`src/rtl/cal_date_keeper.sv`:
```
// Calendar date register for the calendar renderer.
// Advances the date on the midnight tick. Tracks month length and the weekday of the 1st.
// A user "set date" request is validated first. The weekday of the 1st is then
// recomputed by walking forward from the epoch, one year or month per cycle.
module cal_date_keeper #(
  parameter int unsigned YEAR_MIN   = 2000,
  parameter int unsigned YEAR_MAX   = 2999,
  parameter int unsigned EPOCH_WDAY = 5
) (
  input  logic        clk_50_i,
  input  logic        rst_i,
  input  logic        day_tick_i,
  input  logic        set_valid_i,
  output logic        set_ready_o,
  input  logic [4:0]  set_day_i,
  input  logic [3:0]  set_month_i,
  input  logic [11:0] set_year_i,
  output logic        set_err_o,
  output logic        busy_o,
  output logic [4:0]  day_in_month_o,
  output logic [3:0]  month_o,
  output logic [11:0] year_o,
  output logic [4:0]  month_days_cnt_o,
  output logic [2:0]  month_first_day_o,
  output logic [2:0]  week_day_o
);

  typedef enum logic [2:0] {
    S_IDLE,
    S_CHECK,
    S_WALK_Y,
    S_WALK_M,
    S_COMMIT
  } state_e;

  localparam logic [11:0] Y_MIN      = 12'(YEAR_MIN);
  localparam logic [11:0] Y_MAX      = 12'(YEAR_MAX);
  localparam logic [2:0]  EPOCH      = 3'(EPOCH_WDAY);
  localparam logic [1:0]  MIN_MOD4   = 2'(YEAR_MIN % 4);
  localparam logic [6:0]  MIN_MOD100 = 7'(YEAR_MIN % 100);
  localparam logic [8:0]  MIN_MOD400 = 9'(YEAR_MIN % 400);

  // Days in month m (0=Jan); leap selects the 29-day February.
  function automatic logic [4:0] month_len(input logic [3:0] m, input logic leap);
    case (m)
      4'd1:                    return leap ? 5'd29 : 5'd28;
      4'd3, 4'd5, 4'd8, 4'd10: return 5'd30;
      default:                 return 5'd31;
    endcase
  endfunction

  // Month length 28..31 reduced mod 7 is simply length - 28.
  function automatic logic [2:0] len_mod7(input logic [4:0] len);
    return 3'(len - 5'd28);
  endfunction

  // (a + b) mod 7 for a, b in 0..6.
  function automatic logic [2:0] add_mod7(input logic [2:0] a, input logic [2:0] b);
    logic [3:0] s;
    s = {1'b0, a} + {1'b0, b};
    if (s >= 4'd7) s = s - 4'd7;
    return s[2:0];
  endfunction

  // v mod 7 for v in 0..55, by conditional subtraction of 28, 14 and 7.
  function automatic logic [2:0] mod7_small(input logic [5:0] v);
    logic [5:0] s;
    s = v;
    if (s >= 6'd28) s = s - 6'd28;
    if (s >= 6'd14) s = s - 6'd14;
    if (s >= 6'd7)  s = s - 6'd7;
    return s[2:0];
  endfunction

  function automatic logic leap_from_mods(input logic [1:0] m4, input logic [6:0] m100,
                                          input logic [8:0] m400);
    return (m4 == 2'd0) && ((m100 != 7'd0) || (m400 == 9'd0));
  endfunction

  // Leap test for a requested year without a divider. Centuries are found by
  // comparing against the small set of multiples of 100/400 that fit in 12 bits.
  function automatic logic leap_of_year(input logic [11:0] y);
    logic cent;
    logic quad;
    cent = 1'b0;
    quad = 1'b0;
    for (int i = 0; i <= 40; i++) if (y == 12'(i * 100)) cent = 1'b1;
    for (int i = 0; i <= 10; i++) if (y == 12'(i * 400)) quad = 1'b1;
    return (y[1:0] == 2'd0) && (!cent || quad);
  endfunction

  function automatic logic [6:0] inc_mod100(input logic [6:0] v);
    return (v == 7'd99) ? 7'd0 : v + 7'd1;
  endfunction

  function automatic logic [8:0] inc_mod400(input logic [8:0] v);
    return (v == 9'd399) ? 9'd0 : v + 9'd1;
  endfunction

  // Architectural date state
  state_e      state_q, state_d;
  logic [4:0]  day_q, day_d;
  logic [3:0]  month_q, month_d;
  logic [11:0] year_q, year_d;
  logic [4:0]  days_cnt_q, days_cnt_d;
  logic [2:0]  first_q, first_d;
  logic [2:0]  wday_q, wday_d;
  logic [1:0]  mod4_q, mod4_d;
  logic [6:0]  mod100_q, mod100_d;
  logic [8:0]  mod400_q, mod400_d;
  logic        err_q, err_d;
  logic        busy_q, busy_d;
  logic        pending_q, pending_d;

  // Captured request and walk state
  logic [4:0]  sd_q, sd_d;
  logic [3:0]  sm_q, sm_d;
  logic [11:0] sy_q, sy_d;
  logic [2:0]  acc_q, acc_d;
  logic [11:0] wy_q, wy_d;
  logic [3:0]  wm_q, wm_d;
  logic [1:0]  wmod4_q, wmod4_d;
  logic [6:0]  wmod100_q, wmod100_d;
  logic [8:0]  wmod400_q, wmod400_d;

  logic        leap_w;
  logic        set_bad;

  assign leap_w = leap_from_mods(wmod4_q, wmod100_q, wmod400_q);

  // Next-state logic: midnight tick, set-date FSM and the epoch walk.
  always_comb begin
    // NOTE: every variable gets a default first so no path can infer a latch.
    state_d   = state_q;
    day_d     = day_q;
    month_d   = month_q;
    year_d    = year_q;
    days_cnt_d = days_cnt_q;
    first_d   = first_q;
    wday_d    = wday_q;
    mod4_d    = mod4_q;
    mod100_d  = mod100_q;
    mod400_d  = mod400_q;
    err_d     = 1'b0;
    pending_d = pending_q;
    sd_d      = sd_q;
    sm_d      = sm_q;
    sy_d      = sy_q;
    acc_d     = acc_q;
    wy_d      = wy_q;
    wm_d      = wm_q;
    wmod4_d   = wmod4_q;
    wmod100_d = wmod100_q;
    wmod400_d = wmod400_q;
    set_bad   = 1'b0;

    case (state_q)
      S_IDLE: begin
        if (day_tick_i || pending_q) begin
          wday_d = (wday_q == 3'd6) ? 3'd0 : wday_q + 3'd1;
          if (day_q < days_cnt_q) begin
            day_d = day_q + 5'd1;
          end else begin
            day_d   = 5'd1;
            first_d = add_mod7(first_q, len_mod7(days_cnt_q));
            if (month_q == 4'd11) begin
              month_d = 4'd0;
              if (year_q == Y_MAX) begin
                year_d   = Y_MIN;
                mod4_d   = MIN_MOD4;
                mod100_d = MIN_MOD100;
                mod400_d = MIN_MOD400;
                first_d  = EPOCH;
                wday_d   = EPOCH;
              end else begin
                year_d   = year_q + 12'd1;
                mod4_d   = mod4_q + 2'd1;
                mod100_d = inc_mod100(mod100_q);
                mod400_d = inc_mod400(mod400_q);
              end
            end else begin
              month_d = month_q + 4'd1;
            end
            days_cnt_d = month_len(month_d, leap_from_mods(mod4_d, mod100_d, mod400_d));
          end
        end
        // A stored tick and a fresh one in the same cycle: the fresh one waits a cycle.
        pending_d = pending_q && day_tick_i;
        if (set_valid_i) begin
          sd_d      = set_day_i;
          sm_d      = set_month_i;
          sy_d      = set_year_i;
          acc_d     = EPOCH;
          wy_d      = Y_MIN;
          wm_d      = 4'd0;
          wmod4_d   = MIN_MOD4;
          wmod100_d = MIN_MOD100;
          wmod400_d = MIN_MOD400;
          state_d   = S_CHECK;
        end
      end

      S_CHECK: begin
        set_bad = (sy_q < Y_MIN) || (sy_q > Y_MAX) || (sm_q > 4'd11) || (sd_q == 5'd0) ||
                  (sd_q > month_len(sm_q, leap_of_year(sy_q)));
        if (set_bad) begin
          err_d   = 1'b1;
          state_d = S_IDLE;
        end else if (sy_q != Y_MIN) begin
          state_d = S_WALK_Y;
        end else if (sm_q != 4'd0) begin
          state_d = S_WALK_M;
        end else begin
          state_d = S_COMMIT;
        end
      end

      S_WALK_Y: begin
        // 365 = 1 mod 7, 366 = 2 mod 7
        acc_d     = add_mod7(acc_q, leap_w ? 3'd2 : 3'd1);
        wy_d      = wy_q + 12'd1;
        wmod4_d   = wmod4_q + 2'd1;
        wmod100_d = inc_mod100(wmod100_q);
        wmod400_d = inc_mod400(wmod400_q);
        if (wy_d == sy_q) state_d = (sm_q != 4'd0) ? S_WALK_M : S_COMMIT;
      end

      S_WALK_M: begin
        // Walk counters now hold the target year, so leap_w is its leap flag.
        acc_d = add_mod7(acc_q, len_mod7(month_len(wm_q, leap_w)));
        wm_d  = wm_q + 4'd1;
        if (wm_d == sm_q) state_d = S_COMMIT;
      end

      S_COMMIT: begin
        day_d      = sd_q;
        month_d    = sm_q;
        year_d     = sy_q;
        days_cnt_d = month_len(sm_q, leap_w);
        mod4_d     = wmod4_q;
        mod100_d   = wmod100_q;
        mod400_d   = wmod400_q;
        first_d    = acc_q;
        wday_d     = mod7_small(6'(acc_q) + 6'(sd_q) - 6'd1);
        state_d    = S_IDLE;
      end

      default: state_d = S_IDLE;
    endcase

    // Ticks arriving while busy are remembered once; extras are dropped.
    if (state_q != S_IDLE && day_tick_i) pending_d = 1'b1;
  end

  assign busy_d = (state_d != S_IDLE);

  // State registers; every register returns to the reset date.
  always_ff @(posedge clk_50_i or negedge rst_i) begin
    if (!rst_i) begin
      state_q    <= S_IDLE;
      day_q      <= 5'd1;
      month_q    <= 4'd0;
      year_q     <= Y_MIN;
      days_cnt_q <= 5'd31;
      first_q    <= EPOCH;
      wday_q     <= EPOCH;
      mod4_q     <= MIN_MOD4;
      mod100_q   <= MIN_MOD100;
      mod400_q   <= MIN_MOD400;
      err_q      <= 1'b0;
      busy_q     <= 1'b0;
      pending_q  <= 1'b0;
      sd_q       <= 5'd0;
      sm_q       <= 4'd0;
      sy_q       <= 12'd0;
      acc_q      <= EPOCH;
      wy_q       <= Y_MIN;
      wm_q       <= 4'd0;
      wmod4_q    <= MIN_MOD4;
      wmod100_q  <= MIN_MOD100;
      wmod400_q  <= MIN_MOD400;
    end else begin
      // NOTE: non-blocking assignments so every register samples pre-edge values.
      state_q    <= state_d;
      day_q      <= day_d;
      month_q    <= month_d;
      year_q     <= year_d;
      days_cnt_q <= days_cnt_d;
      first_q    <= first_d;
      wday_q     <= wday_d;
      mod4_q     <= mod4_d;
      mod100_q   <= mod100_d;
      mod400_q   <= mod400_d;
      err_q      <= err_d;
      busy_q     <= busy_d;
      pending_q  <= pending_d;
      sd_q       <= sd_d;
      sm_q       <= sm_d;
      sy_q       <= sy_d;
      acc_q      <= acc_d;
      wy_q       <= wy_d;
      wm_q       <= wm_d;
      wmod4_q    <= wmod4_d;
      wmod100_q  <= wmod100_d;
      wmod400_q  <= wmod400_d;
    end
  end

  assign set_ready_o       = !busy_q;
  assign busy_o            = busy_q;
  assign set_err_o         = err_q;
  assign day_in_month_o    = day_q;
  assign month_o           = month_q;
  assign year_o            = year_q;
  assign month_days_cnt_o  = days_cnt_q;
  assign month_first_day_o = first_q;
  assign week_day_o        = wday_q;

endmodule

```
`config.mk`:
```
export PLATFORM = sky130hd
export DESIGN_NAME = cal_date_keeper
export DESIGN_NICKNAME = d
export VERILOG_FILES = /design/src/rtl/cal_date_keeper.sv
export SDC_FILE = /design/constraint.sdc
export NUM_CORES = 1
export LEC_CHECK = 0
export ABC_AREA = 1
export BUFFER_PORTS_ARGS = -buffer_cell sky130_fd_sc_hd__buf_2
export CELL_PAD_IN_SITES_DETAIL_PLACEMENT = 0
export CELL_PAD_IN_SITES_GLOBAL_PLACEMENT = 1
export CORE_ASPECT_RATIO = 0.6
export CORE_MARGIN = 5
export CORE_UTILIZATION = 25
export DETAILED_ROUTE_END_ITERATION = 10
export PLACE_DENSITY_LB_ADDON = 0.1
export SYNTH_ARGS = -nofsm -noshare
export SYNTH_HDL_FRONTEND = slang
export SYNTH_SLANG_ARGS = --single-unit
```
`constraint.sdc`:
```
create_clock -name clk_50_i -period 4.3 [get_ports clk_50_i]
set_clock_uncertainty 0.05 [all_clocks]
set_input_delay 0.43 -clock clk_50_i [delete_from_list [all_inputs] [get_ports clk_50_i]]
set_output_delay 0.43 -clock clk_50_i [all_outputs]
set_load 0.01 [all_outputs]
```
==> metrics.yaml, run 1 <==
hp-class: "in -> async"
start_util_pct: 25.38
end_kind: "flip-flop"
max_freq_mhz: 264.4
ys_seq_area_share_pct: 34.01
synth-main-ff-cell: "dfrtp_1"
hold_buffers: 0
finalSetupTns_ns: 0
cts_buffers: 9
clk_pin_slew_ns: 0.08
vias_per_cell: 4.730
fillers: 3568
antenna_found_initial: 0
cp_max_fo: 7
internal_power_mw: 3.650
synth.avg_cell_area_um2: 7.138
die_area_mm2: 0.03683
die-width_um: 244.4
grt_pass1_vias: 7504
num_rows: 51
finalPower_mw: 7.937
worst_pin_slew_ns: 0.9071
path_class: "reg -> reg"
peakVddDrop_v: 0.0005795
cts_resized: 0
sw_frac_of_total_pct: 54.01
hold_viol_final: 0
wl_per_cell_um: 17.46
chipHeight_um: 150.7
first_pass_iters: 5
ctsLongestPathBuffers: 2
pin_count: 60
relSlewSlack_pct: 38.97
synth_cell_types: 53
power.share.clock_pct: 11.3
p_sw_mw: 4.286
ys_async_sr_fraction_pct: 100.0
worstSkewPairLatency_ns: 0.38
cts_tree: "done"
port_buffers: 56
fin_crit_ns: 3.782
gp_routability_congestion: 0.8533
cap_violations: 0
grt_start_max_net_pins: 60
postCtsSetupRepairBufs: 0
layout_common_cells: "nand2_1 (244), inv_1 (182), o21ai_0 (106)"
drive_gt1_share_pct: 12.21
grt_usage_pct: 15.92
area_growth_pct: 13.43
r2r_cells: 25
slew_viol_final: 0
netlist_area_mm2: 0.008244
clock-root-buffer: "clkbuf_16"
cp.arrival_ns: 4.05
drcViolationCount: 0
syn_inst: 1155
timing.rr.start: "sy_q[0]"
wl_mm: 28.57
ant_nets: 0
setup_viol: 0
grt_overflow: 0
synth-warning-count: 0
critPathLaunchType: "flip-flop"
final_common_cell: "nand2_1"
ys_ff_latch: 111
diodes: 0
hpwl_mm: 22.07
regToRegSetupSlack_ns: 0.52
combPwrFrac_pct: 64.2
rsz0062_at_grt: "false"
p_seq_share_pct: 24.5
cts_max_level: 3
power.leakage_nw: 4.372
period_share_pct: 87.96
coreArea_mm2: 0.03248
worstPathRequired_ns: 4.57
p_per_area_mw_per_mm2: 848.7
seqCellArea_mm2: 0.002804
nets: 1278
cts.sinks: 111
detailedRoute.firstIterationViolations: 601
synth-edff-count: 0
status: "finished, final reports clean"
vias: 7738
multi_input_area_mm2: 0.004593
r2r_end: "busy_o"
grt_pass1_wl_mm: 45.74
[power groups by stage]
| stage | Sequential, mW | Clock [mW] | Combinational, mW |
|---|---|---|---|
| floorplan | 1.79 | 0 | 3.70 |
| global placement | 1.97 | 0 | 5.20 |
| detailed placement | 1.97 | 0 | 5.08 |
| CTS | 1.95 | 0.945 | 5.12 |
| global route | 2.01 | 0.970 | 5.85 |
| finish | 1.94 | 0.898 | 5.10 |
[per-stage QoR]
step	utilization, %	hold WS [ns]	setup WS [ns]	std cells	cell area [µm²]
2_1_floorplan	-	0.08441	1.047	1157	8252
3_3_place_gp	27.89	0.4307	0.5907	1620	9060
3_5_place_dp	27.89	0.4306	0.5487	1620	9060
4_1_cts	28.79	0.1442	0.5216	1636	9351
5_1_grt	28.79	0.1956	0.1275	1636	9351
6_report	28.79	0.1064	0.5177	1636	9351
[layer usage]
metal  track usage [%]  routed length (µm)  up-vias  part of all wire [%]
met4             2.775                 219        0                  0.77
met2             21.54               10880      148                    38
met3             2.999                1145       13                   4.0
li1                  -                   -     3945                     -
met5                 0                   0        -                     0
met1             25.90               16320     3632                    57
[cell usage after synthesis (all sizes together), types with 3 or more instances]
master,number,area (µm²)
nor2,100,410.4
nand4,31,212.7
clkbuf,19,71.32
inv,188,705.7
ha,42,525.5
nand2,246,928.4
nor3,33,196.4
or2,8,50.05
o21ai,110,554.3
o311ai,6,52.55
o22ai,28,175.2
a22oi,9,67.56
nor4,5,31.28
a31oi,3,18.77
buf,15,81.33
o211ai,14,105.1
o31ai,3,22.52
dfstp,21,551.8
fa,4,80.08
a21oi,61,305.3
o221ai,4,35.03
o32ai,3,26.28
nand3,58,315.3
xnor2,6,60.06
xor2,28,252.8
a211oi,3,22.52
dfrtp,90,2252
[flip-flops by register name, summed over array words and instances (netlist names), 5 cells and up]
name and count:
mod100_q 7, sd_q 5, wy_q 12, sy_q 12
wmod400_q 9, year_o 12, mod400_q 9, wmod100_q 7
day_in_month_o 5
[worst max-delay path by stage]
stage | slack (ns) | end | depth (start not counted) | start
6_report | 0.52 | busy_o | 25 | sy_q[0]
3_3_place_gp | 0.59 | busy_o | 25 | sy_q[0]
5_1_grt | 0.13 | busy_o | 25 | sy_q[0]
2_1_floorplan | 1.05 | week_day_o[0] | 23 | acc_q[1]
4_1_cts | 0.52 | busy_o | 25 | sy_q[0]
3_5_place_dp | 0.55 | busy_o | 25 | sy_q[0]
[cell families (layout without fill, tap and decap cells)]
group | after synthesis | after routing | synth area share, %
AOI/OAI and AO/OA | 254 | 254 | 17.85
xor gates and xnor gates | 34 | 34 | 3.794
adders and majority gates | 46 | 46 | 7.346
buffers and inverters | 223 | 278 | 10.46
DFF | 111 | 111 | 34.01
other | 1 | 3 | 0.04549
and+or+nand+nor | 486 | 486 | 26.50
[worst max-delay path, cell delays in order, from the launching register on]
cell and delay [ns]:
dfrtp_1 0.40, nor2_1 0.29, inv_1 0.16, nor3_2 0.40
inv_1 0.12, nor2_1 0.11, a21oi_1 0.05, o22ai_1 0.17
nand2_1 0.08, nand2_1 0.08, nor2_1 0.05, nand4_1 0.08
nand2_1 0.08, nand4_1 0.08, nand2_1 0.05, ha_1 0.27
nand4_1 0.08, o2111ai_1 0.09, nand4_1 0.13, nor3_2 0.22
nand2_1 0.10, o311ai_0 0.30, inv_1 0.07, nand2_1 0.10
inv_1 0.04, nand2_1 0.05
[final cells by class]
cell class,count,area share [%]
multi-input cells,823,49.12
repair buffers,73,4.522
clock inverters,4,0.4817
well taps,424,5.673
clock buffers,12,2.636
inverters,189,7.586
flip-flops and latches,111,29.98
Note: power is estimated with default switching activity, not from simulation.
==> inputs of run 2 (changes only) <==
- ABC_AREA: 1 -> default
- CAP_MARGIN: default -> 40
==> run 2 against run 1 <==
- utilization increased by 0.29 points
- sequential share of layout area decreased by 0.13 points
- register-to-register slack got worse by 0.22 ns
- global-route usage about the same
- power increased by 14%
- synthesized area decreased by 1.2%
- combinational power increased by 14%
- critical endpoint is now week_day_o[1]
==> metrics.yaml, run 2 <==
status: "finished, final reports clean"  # unchanged
power.leakage_nw: 4.029  # was 4.372 nW
critPathLaunchType: "flip-flop"  # unchanged
wl_met3_mm: 1.157  # was 1.145 mm
holdWs_ns: 0.1823  # was 0.1064 ns
setup_viol: 0  # unchanged
hpwl_mm: 20.70  # was 22.07 mm
port_buffers: 56  # unchanged
whs_path_depth: 3
cts_buffers: 9  # unchanged
ys_ff_latch: 111  # unchanged
p_per_area_mw_per_mm2: 961.7  # was 848.7 mW/mm²
ys_seq_area_share_pct: 34.41  # was 34.01%
first_pass_iters: 5  # unchanged
grt_overflow: 0  # unchanged
path_class: "reg -> reg"  # unchanged
diodes: 0  # unchanged
final_common_cell: "nand2_1"  # unchanged
wl_met1_mm: 16.07  # was 16.32 mm
internal_power_mw: 4.476  # was 3.650 mW
cp_cell_sequence: "inv_1 -> ha_1 -> inv_1 -> fa_2 -> xor2_2 -> ha_2 -> a41oi_2 -> o311ai_4 -> mux2i_2 -> a21oi_1 -> mux2_1 -> ha_1 -> nor2_1 -> o2111a_1 -> a221o_1 -> a21oi_1"
combPwrFrac_pct: 64.6  # was 64.2%
grt_usage_pct: 15.88  # was 15.92%
crit_slowest_cell: "dfstp_2"  # was dfrtp_1
ys_async_sr_fraction_pct: 100.0  # unchanged
gp_routability_congestion: 0.8057  # was 0.8533
seqCellArea_mm2: 0.002804  # unchanged
worstPathRequired_ns: 4.56  # was 4.57 ns
top_layer_used: "met4"  # unchanged
finalPower_mw: 9.032  # was 7.937 mW
cp_max_fo: 4  # was 7
end_kind: "flip-flop"  # unchanged
synth_top_cell_by_area: "dfrtp_1"  # unchanged
hold_viol_final: 0  # unchanged
fillers: 3570  # was 3568
peakVddDrop_v: 0.0006297  # was 0.0005795 V
coreArea_mm2: 0.03229  # was 0.03248 mm²
antenna_found_initial: 0  # unchanged
clk_pin_slew_ns: 0.08  # about the same
finalSetupTns_ns: 0  # unchanged
power.share.clock_pct: 11.0  # was 11.3%
drive_gt1_share_pct: 13.45  # was 12.21%
p_seq_share_pct: 24.4  # was 24.5%
layout_common_cells: "nand2_1 (140), o21ai_0 (115), a21oi_1 (90), dfrtp_1 (90), nor2_1 (84)"  # was nand2_1 (244), inv_1 (182), o21ai_0 (106)
cts_max_level: 3  # unchanged
area_growth_pct: 15.25  # was 13.43%
sw_frac_of_total_pct: 50.44  # was 54.01%
start_util_pct: 25.24  # was 25.38%
pin_count: 60  # unchanged
r2r_cells: 16  # was 25
netlist_area_mm2: 0.008149  # was 0.008244 mm²
multi_input_area_mm2: 0.004977  # was 0.004593 mm²
final_cells: 1517  # was 1636
synth-main-ff-cell: "dfrtp_1"  # unchanged
ctsLongestPathBuffers: 2  # unchanged
hold_path_end: "sm_q[3]"
ant_nets: 0  # unchanged
syn_inst: 1038  # was 1155
cp-startpoint: "acc_q[2]"  # was sy_q[0]
synth_top_area_share_pct: 27.64  # was 27.32%
die-width_um: 243.1  # was 244.4 µm
yosys-top-cells-count: "nand2_1 (141), o21ai_0 (115), a21oi_1 (90), dfrtp_1 (90), nor2_1 (86)"  # was nand2_1 (244), inv_1 (182), o21ai_0 (106)
wl_per_cell_um: 18.78  # was 17.46 µm
worstSkewPairLatency_ns: 0.38  # about the same
synthMostInstantiatedCell: "nand2_1"  # unchanged
ys_top_cells_by_area: "dfrtp_1 (28%), o21ai_0 (7.1%), dfstp_2 (6.8%)"  # was dfrtp_1 (27%), nand2_1 (11%), inv_1 (8.3%)
cts.sinks: 111  # unchanged
slew_viol_final: 0  # unchanged
cts_tree: "done"  # unchanged
wl_mm: 28.50  # was 28.57 mm
nets: 1159  # was 1278
grt_pass1_wl_mm: 45.22  # was 45.74 mm
drcViolationCount: 0  # unchanged
worstHoldStart: "set_month_i[3]"
rsz0062_at_grt: "false"  # unchanged
synth.avg_cell_area_um2: 7.851  # was 7.138 µm²
worst_pin_slew_ns: 0.8470  # was 0.9071 ns
detailedRoute.firstIterationViolations: 472  # was 601
synth-warning-count: 0  # unchanged
grt_start_max_net_pins: 93  # was 60
vias: 7678  # was 7738
synth_cell_types: 74  # was 53
dp_cells: 1496  # was 1620
clock-root-buffer: "clkbuf_16"  # unchanged
cp.arrival_ns: 4.27  # was 4.05 ns
max_freq_mhz: 249.7  # was 264.4 MHz
period_share_pct: 93.15  # was 87.96%
wl_met2_mm: 11.12  # was 10.88 mm
relSlewSlack_pct: 43.27  # was 38.97%
grt_pass1_vias: 7361  # was 7504
chipHeight_um: 149.9  # was 150.7 µm
timing.rr.start: "acc_q[2]"  # was sy_q[0]
num_rows: 51  # unchanged
regToRegSetupSlack_ns: 0.29  # was 0.52 ns
fin_crit_ns: 4.005  # was 3.782 ns
hp-class: "in -> reg"  # was in -> async
cap_violations: 0  # unchanged
r2r_end: "week_day_o[1]"  # was busy_o
synth-edff-count: 0  # unchanged
p_sw_mw: 4.556  # was 4.286 mW
crit_path_max_incr_delay_ns: 0.54  # was 0.40 ns
die_area_mm2: 0.03643  # was 0.03683 mm²
vias_per_cell: 5.061  # was 4.730
==> run 2: area by class of cell <==
type / instances / area share (%)
clock buffer: 11 / 2.691
clock inverter: 5 / 0.8393
inverter: 46 / 1.839
multi-input combinational: 828 / 53.00
sequential: 111 / 29.86
tap: 424 / 5.649
timing repair buffer: 92 / 6.128
==> run 2: timing repair <==
item                                    in CTS  in global routing
endpoints found under the setup margin       0                  2
endpoints found under the hold margin       14                  0
gates resized for setup                      0                  3
setup buffers                                0                  4
hold buffers                                 1                  0
==> run 2: metal layers <==
layer	vias to the layer above	GRT usage, %
met3	10	3.463
met5	-	0
met2	155	21.69
met4	0	2.069
met1	3687	25.60
li1	3826	-
==> run 2: how the worst max path moves through the flow <==
stage | to | slack (ns) | cells after the start
6_report | week_day_o[1] | 0.29 | 16
5_1_grt | week_day_o[1] | 0.04 | 17
4_1_cts | week_day_o[1] | 0.06 | 16
3_5_place_dp | week_day_o[1] | 0.11 | 16
3_3_place_gp | week_day_o[1] | 0.16 | 16
2_1_floorplan | week_day_o[0] | 0.13 | 16
==> run 2: kinds of logic (layout without fill, tap and decap cells) <==
logic type | after synthesis | after routing | synth area share [%]
AND/OR/NAND/NOR | 418 | 418 | 24.67
AO/OA/AOI/OAI | 307 | 307 | 22.48
flip-flops | 111 | 111 | 34.41
buffers and inverters | 101 | 154 | 4.806
adder cells (fa/ha/maj) | 47 | 47 | 7.554
XOR/XNOR | 39 | 39 | 4.284
multiplexers | 14 | 14 | 1.750
other | 1 | 3 | 0.04602
==> run 2: through the flow <==
step	worst slack [ns]	util [%]	cell area (µm²)
after global routing	0.04498	29.09	9392
after floorplan	0.1341	-	8157
final	0.2947	29.09	9392
after CTS	0.06403	28.97	9353
after detailed placement	0.1060	27.91	9011
after global placement	0.1575	27.82	8981
==> run 2: power groups by stage <==
stage	clock, mW	sequential, mW	combinational (mW)
after CTS	1.04	2.20	5.62
after detailed placement	0	2.22	5.58
after global placement	0	2.23	5.64
after global routing	1.07	2.30	6.66
final	0.993	2.21	5.83
after floorplan	0	1.96	4.16
==> run 2: critical path: cells and delay by family, from the launching register on <==
| family | cells | cell delay [ns] |
|---|---|---|
| and+or+nand+nor | 1 | 0.05 |
| buffers and inverters | 2 | 0.14 |
| AOI/OAI and AO/OA | 6 | 1.05 |
| DFF | 1 | 0.54 |
| xor gates and xnor gates | 1 | 0.26 |
| muxes | 2 | 0.62 |
| adders and majority gates | 4 | 1.22 |
